$ cat config.mk
export PLATFORM = sky130hd
export DESIGN_NAME = hazard3_ahbl_arb2
export DESIGN_NICKNAME = d
export VERILOG_FILES = /design/src/rtl/hazard3_ahbl_arb2.sv
export SDC_FILE = /design/constraint.sdc
export NUM_CORES = 1
export LEC_CHECK = 0
export CAP_MARGIN = 15
export CORE_ASPECT_RATIO = 1.5
export CORE_MARGIN = 2
export CORE_UTILIZATION = 47
export DETAILED_ROUTE_END_ITERATION = 6
export GPL_TIMING_DRIVEN = 0
export PLACE_DENSITY = 0.87
export SLEW_MARGIN = 25
export SYNTH_ARGS = -nofsm -noshare
export SYNTH_HDL_FRONTEND = slang
export SYNTH_SLANG_ARGS = --single-unit
$ cat constraint.sdc
create_clock -name clk -period 9 [get_ports clk]
set_input_delay 2.7 -clock clk [delete_from_list [all_inputs] [get_ports clk]]
set_output_delay 2.7 -clock clk [all_outputs]
set_load 0.005 [all_outputs]
$ cat src/rtl/hazard3_ahbl_arb2.sv
// hazard3_ahbl_arb2
// Two-manager to one-subordinate AHB-Lite arbiter with round-robin priority,
// locked-sequence holding and a one-entry address-phase skid buffer per manager.
//
// Ports:
//   clk, rst                 system clock, synchronous active-high reset
//   m0_* / m1_* (inputs)     manager address-phase request and write data
//   m0_* / m1_* (outputs)    hready, hresp, hexokay, hrdata back to each manager
//   s_* (outputs)            arbitrated request and write data to the subordinate
//   s_hready, s_hresp,
//   s_hexokay, s_hrdata      subordinate response
module hazard3_ahbl_arb2 #(
  parameter int W_ADDR = 32,
  parameter int W_DATA = 32
) (
  input  logic              clk,
  input  logic              rst,

  input  logic [W_ADDR-1:0] m0_haddr,
  input  logic              m0_hwrite,
  input  logic [1:0]        m0_htrans,
  input  logic              m0_hexcl,
  input  logic [2:0]        m0_hsize,
  input  logic [2:0]        m0_hburst,
  input  logic [3:0]        m0_hprot,
  input  logic              m0_hmastlock,
  input  logic [W_DATA-1:0] m0_hwdata,
  output logic              m0_hready,
  output logic              m0_hresp,
  output logic              m0_hexokay,
  output logic [W_DATA-1:0] m0_hrdata,

  input  logic [W_ADDR-1:0] m1_haddr,
  input  logic              m1_hwrite,
  input  logic [1:0]        m1_htrans,
  input  logic              m1_hexcl,
  input  logic [2:0]        m1_hsize,
  input  logic [2:0]        m1_hburst,
  input  logic [3:0]        m1_hprot,
  input  logic              m1_hmastlock,
  input  logic [W_DATA-1:0] m1_hwdata,
  output logic              m1_hready,
  output logic              m1_hresp,
  output logic              m1_hexokay,
  output logic [W_DATA-1:0] m1_hrdata,

  output logic [W_ADDR-1:0] s_haddr,
  output logic              s_hwrite,
  output logic [1:0]        s_htrans,
  output logic              s_hexcl,
  output logic [2:0]        s_hsize,
  output logic [2:0]        s_hburst,
  output logic [3:0]        s_hprot,
  output logic              s_hmastlock,
  output logic [W_DATA-1:0] s_hwdata,
  input  logic              s_hready,
  input  logic              s_hresp,
  input  logic              s_hexokay,
  input  logic [W_DATA-1:0] s_hrdata
);

  // Address-phase request packed as {haddr, hwrite, htrans, hexcl, hsize,
  // hburst, hprot, hmastlock}; hmastlock sits in bit 0.
  localparam int W_REQ = W_ADDR + 15;

  localparam logic [1:0] ST_IDLE = 2'd0;
  localparam logic [1:0] ST_PEND = 2'd1;
  localparam logic [1:0] ST_DPH  = 2'd2;

  logic [1:0]       state0, state1;
  logic [W_REQ-1:0] m0_req, m1_req;
  logic [W_REQ-1:0] buf0, buf1;
  logic [W_REQ-1:0] held_req, sel_req, out_req;
  logic [1:0]       out_htrans;

  logic last_grant;   // manager issued most recently (round-robin pointer)
  logic lock_valid;   // a locked sequence is in progress
  logic lock_mgr;     // manager owning the locked sequence
  logic dph_valid;    // downstream data phase belongs to a manager
  logic dph_mgr;      // which manager owns the downstream data phase

  logic hready0, hready1;
  logic live0, live1, pend0, pend1;
  logic can0, can1;
  logic [1:0] cand;
  logic issue, grant;

  assign m0_req = {m0_haddr, m0_hwrite, m0_htrans, m0_hexcl, m0_hsize, m0_hburst, m0_hprot, m0_hmastlock};
  assign m1_req = {m1_haddr, m1_hwrite, m1_htrans, m1_hexcl, m1_hsize, m1_hburst, m1_hprot, m1_hmastlock};

  // Manager-facing hready follows the per-manager state; reset forces it high.
  assign hready0 = rst || (state0 == ST_IDLE) || ((state0 == ST_DPH) && s_hready);
  assign hready1 = rst || (state1 == ST_IDLE) || ((state1 == ST_DPH) && s_hready);

  assign live0 = !rst && m0_htrans[1] && hready0;
  assign live1 = !rst && m1_htrans[1] && hready1;
  assign pend0 = (state0 == ST_PEND);
  assign pend1 = (state1 == ST_PEND);

  // Arbitration: a held lock excludes the other manager, buffered requests
  // outrank live ones, and a tie goes to the manager not granted last.
  always_comb begin
    can0 = !lock_valid || !lock_mgr;
    can1 = !lock_valid || lock_mgr;
    if ((can0 && pend0) || (can1 && pend1))
      cand = {can1 && pend1, can0 && pend0};
    else
      cand = {can1 && live1, can0 && live0};
    issue = s_hready && !rst && (cand != 2'b00);
    grant = (cand == 2'b11) ? !last_grant : cand[1];
    if (grant)
      sel_req = pend1 ? buf1 : m1_req;
    else
      sel_req = pend0 ? buf0 : m0_req;
    out_req = issue ? sel_req : held_req;
  end

  assign {s_haddr, s_hwrite, out_htrans, s_hexcl, s_hsize, s_hburst, s_hprot, s_hmastlock} = out_req;
  assign s_htrans = issue ? out_htrans : 2'b00;

  // Per-manager state, skid buffers, pointer, lock and data-phase owner.
  always_ff @(posedge clk) begin
    if (rst) begin
      state0     <= ST_IDLE;
      state1     <= ST_IDLE;
      buf0       <= '0;
      buf1       <= '0;
      held_req   <= '0;
      last_grant <= 1'b0;
      lock_valid <= 1'b0;
      lock_mgr   <= 1'b0;
      dph_valid  <= 1'b0;
      dph_mgr    <= 1'b0;
    end else begin
      if (issue) begin
        last_grant <= grant;
        held_req   <= sel_req;
        lock_valid <= sel_req[0];
        lock_mgr   <= grant;
      end
      if (s_hready) begin
        dph_valid <= issue;
        dph_mgr   <= grant;
      end

      if (issue && !grant)
        state0 <= ST_DPH;
      else if (live0)
        state0 <= ST_PEND;
      else if ((state0 == ST_DPH) && s_hready)
        state0 <= ST_IDLE;

      if (issue && grant)
        state1 <= ST_DPH;
      else if (live1)
        state1 <= ST_PEND;
      else if ((state1 == ST_DPH) && s_hready)
        state1 <= ST_IDLE;

      if (live0 && !(issue && !grant))
        buf0 <= m0_req;
      if (live1 && !(issue && grant))
        buf1 <= m1_req;
    end
  end

  assign m0_hready = hready0;
  assign m1_hready = hready1;

  // Response routing: only the data-phase owner sees the subordinate response.
  assign s_hwdata   = dph_mgr ? m1_hwdata : m0_hwdata;
  assign m0_hresp   = dph_valid && !dph_mgr && s_hresp;
  assign m1_hresp   = dph_valid && dph_mgr && s_hresp;
  assign m0_hexokay = dph_valid && !dph_mgr && s_hexokay;
  assign m1_hexokay = dph_valid && dph_mgr && s_hexokay;
  assign m0_hrdata  = (dph_valid && !dph_mgr) ? s_hrdata : '0;
  assign m1_hrdata  = (dph_valid && dph_mgr) ? s_hrdata : '0;

endmodule
Yosys cells after proc, flatten, opt, wreduce, memory -nomap -nowiden

Cells that the tools add are included.

Eq/ne operators: 5
Mux-type cells: 16
Reduce and logical (&&, ||, !) cells: 45

Operators by type and width:

| operator                                             | number |
|---|---|
| 2-to-1 mux 47 bit                                    | 4 |
| 2-to-1 mux 32 bit                                    | 3 |
| logical AND 1 bit                                    | 22 |
| 2-to-1 mux 2 bit                                     | 8 |
| zero test 1 bit                                      | 7 |
| logical OR 1 bit                                     | 7 |
| equality test 2 bit (second input constant)          | 3 |
| nonzero test 2 bit                                   | 3 |
| nonzero test 3 bit                                   | 2 |
| equality test 2 x 1 -> 1 bit (second input constant) | 2 |
| zero test 2 bit                                      | 2 |
| OR reduction 2 bit                                   | 2 |
| 2-to-1 mux 1 bit                                     | 1 |

Word-level logic and storage cells: 77
Input bits: 195
Register bits after elaboration: 149
Output and inout port bits: 149

Logic depth before layout (Yosys ltp)

Depth after elaboration: 12
Gate-level depth with buffers: 10
Depth with buffers taken out: 6

Worst setup path before layout

Ideal clock, no wire load.

Path kind: input-to-output
From: input port rst
To: output port s_haddr[10]
Cell stages on the path: 9
Buffers on the path: 4
Arrival: 4443 ps
Path slack: 1857 ps
Required time: 6300 ps
Cell sequence: buf_6 > nor2b_1 > o2bb2ai_1 > a211o_1 > nor2_1 > buf_2 > buf_4 > mux2_2 > buf_4

Cells in the longest elaborated chain, start to end: 9
Elaborated cells between the ends (all ways): 19
Those cells by class: eq/ne (1); mux (4); reduce/logical (14)

Ends and longest elaborated chain:

| item                                      | RTL line    | text |
|---|---|---|
| from (decl)                               | 17          | `input logic rst,` |
| zero test 1 bit (tied with other cells)   | 95, 96, 109 |  |
| logical AND 1 bit (tied with other cells) | 95          | `assign live0 = !rst && m0_htrans[1] && hready0;` |
| logical AND 1 bit (on tied branches)      | 95, 96      |  |
| logical AND 1 bit                         | 108         | `cand = {can1 && live1, can0 && live0};` |
| 2-to-1 mux 2 bit                          | 105         | `if ((can0 && pend0) \|\| (can1 && pend1))` |
| equality test 2 bit                       | 110         | `grant = (cand == 2'b11) ? !last_grant : cand[1];` |
| 2-to-1 mux 1 bit                          | 110         |  |
| 2-to-1 mux 47 bit                         | 111         | `if (grant)` |
| 2-to-1 mux 47 bit *                       | --          |  |
| to (decl)                                 | 47          | `output logic [W_ADDR-1:0] s_haddr,` |

Mark *: on every way between the ends. The rest lies on a longest branch, timed or not.

Worst setup path after layout

From: input port s_hready
To: output port s_haddr[29]

Cells in the longest elaborated chain, start to end: 9
Elaborated cells between the ends (all ways): 16
Those cells by class: eq/ne (1); mux (4); reduce/logical (11)

Ends and longest elaborated chain:

| item                                 | RTL line | text |
|---|---|---|
| from (decl)                          | 56       | `input logic s_hready,` |
| logical AND 1 bit (on tied branches) | 92, 93   |  |
| logical OR 1 bit (on tied branches)  | 92, 93   |  |
| logical AND 1 bit (on tied branches) | 95, 96   |  |
| logical AND 1 bit                    | 108      |  |
| 2-to-1 mux 2 bit                     | 105      |  |
| equality test 2 bit                  | 110      |  |
| 2-to-1 mux 1 bit                     | 110      |  |
| 2-to-1 mux 47 bit                    | 111      |  |
| 2-to-1 mux 47 bit *                  | --       |  |

Marks and branches as above.

==> reports/metrics.yaml <==
run_status: "complete, no violations"
crit_path_end_kind: "output port"
fin_crit_ns: 8.40
gp_congestion: 0.866
final_core_util_pct: 72.8
drive_above_1_share_pct: 14.0
intPower_uw: 1510
synth_cell_type_count: 34
switching_power_uw: 623
root_buffer: "clkbuf_16"
arrival_ns: 5.70
placed_area_um2: 11900
final_area_um2: 12500
power_frac_clock_pct: 35.2
drv_slew: 0
post-route-period-util_pct: 93.3
final_antenna_net_count: 0
fmax_mhz: 119
drt_iter0_markers: 399
fin_nets: 1486
hold_violations: 0
clock_sinks: 147
io_pins: 344
layout_common_cells: "342 x clkdlybuf4s50_1, 192 x nand2_1, 147 x dfxtp_1"
p_per_area_nw_per_um2: 170
seq_area_frac_synth_pct: 35.9
cts_tree: "done"
finClkSkew_ns: 0.0141
dr_total_vias: 8110
synth_area_per_cell_um2: 8.81
path_clk_slew_ns: 0.06
drt_wl_total_um: 30600
worstSetupPathType: "primary input to output port"
start_util_pct: 47.7
r2r_slack_ns: 6.44
r2r_cells: 7
port_buffers: 342
worst_slew_pin_slew_ns: 0.872
coreArea_um2: 17200
die_y_um: 166
cts_max_level: 4
overflow: 0
cp-start-kind: "primary input"
setup_tns_ns: 0
swShare_pct: 29.2
ys_warn_count: 0
crit_start: "s_hready"
postCtsSetupBuffers: 0
hold_class: "register to register"
netlist_area_um2: 8200
setup_viol_count_final: 0
cts.repair.resized: 0
grt_pass1_vias: 8294
firstDrtPassIters: 6
n_fill_cell: 1309
grt_start_max_net_pins: 17
r2r-end: "held_req[43]"
synth_edf_count: 0
worstPathRequired_ns: 6.30
clockBufferDepth: 2
synthesis.nets: 1125
rsz0062_at_grt: "false"
min-delay-start: "buf0[28]"
final_common_cell: "clkdlybuf4s50_1"
track_usage_pct: 31.6
seq_power_share_pct: 33.9
power_leakage_uw: 0.00558
synth_seq_cells: 147
slew_headroom_pct: 41.9
path_max_fanout: 10
reg2reg_from: "state0[1]"
synth-main-ff-cell: "dfxtp_1"
viasPerCell: 5.33
synthCells: 930
cts_buffers: 17
fp.dieArea_um2: 18500
syn_to_final_growth_pct: 52.7
min_path_cells: 2
cts_hold_buffers: 0
std_cell_rows: 59
routedWlPerCell_um: 20.1
max-vdd-ir-drop_mv: 0.135
antenna_found_initial: 4
ys_async_sr_fraction_pct: 0
p_comb_share_pct: 30.9
dp_hpwl_um: 23700
power_uw: 2130
insertion_delay_ns: 0.43
min_to: "buf0[28]"
cap_violations: 0
die_w_um: 112
drc: 0
grt_pass1_wl_um: 45700
[synth_stat cells, types with 2 or more instances]
| cell | count | area [µm²] |
|---|---|---|
| nand2_1 | 192 | 721 |
| dfxtp_1 | 147 | 2940 |
| mux2i_1 | 140 | 1400 |
| a21oi_1 | 100 | 500 |
| and2_1 | 82 | 513 |
| mux2_2 | 76 | 856 |
| buf_4 | 46 | 345 |
| and3_1 | 34 | 213 |
| clkbuf_1 | 32 | 120 |
| buf_1 | 12 | 45.0 |
| buf_2 | 11 | 55.1 |
| buf_6 | 10 | 113 |
| nor2_1 | 7 | 26.3 |
| nand2b_1 | 6 | 37.5 |
| nor2b_1 | 4 | 25.0 |
| o21ai_0 | 4 | 20.0 |
| o31a_1 | 3 | 26.3 |
| inv_1 | 2 | 7.51 |
| nand3_1 | 2 | 10.0 |
| nand3b_1 | 2 | 15.0 |
| nor3b_1 | 2 | 15.0 |
| o211a_1 | 2 | 20.0 |
| o2bb2ai_1 | 2 | 17.5 |
| o31ai_4 | 2 | 42.5 |
[through the flow]
stage | setup WS [ns] | instances | hold slack [ns]
5_1_grt | 0.498 | 1521 | 0.465
4_1_cts | 0.640 | 1517 | 0.454
3_3_place_gp | 0.677 | 1485 | 0.441
6_report | 0.605 | 1521 | 0.455
2_1_floorplan | 1.86 | 930 | 0.433
3_5_place_dp | 0.660 | 1485 | 0.446
[critical path: stages]
cell and delay [ns]:
clkdlybuf4s50_1 0.59, nand2b_1 0.15, o2bb2ai_1 0.17, a211o_1 0.40, nor2_1 0.16, buf_2 0.30, buf_4 0.26, mux2_2 0.38
buf_4 0.13, clkdlybuf4s50_1 0.43
[kinds of logic after synthesis]
group | count (synthesis) | share of synthesized area, %
AND/OR/NAND/NOR | 335 | 19.6
multiplexers | 216 | 27.5
flip-flops | 147 | 35.9
AO/OA/AOI/OAI | 119 | 8.56
buffers and inverters | 113 | 8.36
[metal layers]
layer,track usage (%),up-vias,share of wire (%)
li1,-,3832,-
met1,33.8,3858,37
met2,57.2,350,51
met3,9.56,70,8.4
met4,13.0,0,3.8
met5,0,-,0
[how the worst max path moves through the flow]
| stage | depth (start not counted) | to |
|---|---|---|
| floorplan | 9 | s_haddr[10] |
| global placement | 10 | s_haddr[29] |
| detailed placement | 10 | s_haddr[29] |
| CTS | 10 | s_haddr[29] |
| global route | 10 | s_haddr[30] |
| finish | 10 | s_haddr[29] |
[sequential cells by signal, indices dropped and copies added (netlist names)]
register / cells
dph_mgr: 1
lock_valid: 1
buf0: 47
lock_mgr: 1
buf1: 47
held_req: 45
dph_valid: 1
state0: 2
state1: 2
[power groups by stage]
| stage | combinational (µW) | sequential [µW] | clock, µW |
|---|---|---|---|
| floorplan | 359 | 729 | 0 |
| global placement | 642 | 733 | 0 |
| detailed placement | 651 | 736 | 0 |
| CTS | 658 | 722 | 756 |
| global route | 701 | 728 | 782 |
| finish | 660 | 723 | 750 |
[layout make-up]
| cell class | instances | area (µm²) | share of cell area [%] |
|---|---|---|---|
| multi-input combinational | 670 | 4570 | 36.5 |
| inverter | 2 | 7.51 | 0.0600 |
| buffer | 111 | 678 | 5.42 |
| sequential | 147 | 2940 | 23.5 |
| clock inverter | 14 | 191 | 1.53 |
| tap | 213 | 267 | 2.13 |
| antenna | 4 | 10.0 | 0.0800 |
| clock buffer | 18 | 429 | 3.43 |
| timing repair buffer | 342 | 3420 | 27.3 |
No activity file was read; power rests on OpenSTA's default activity.
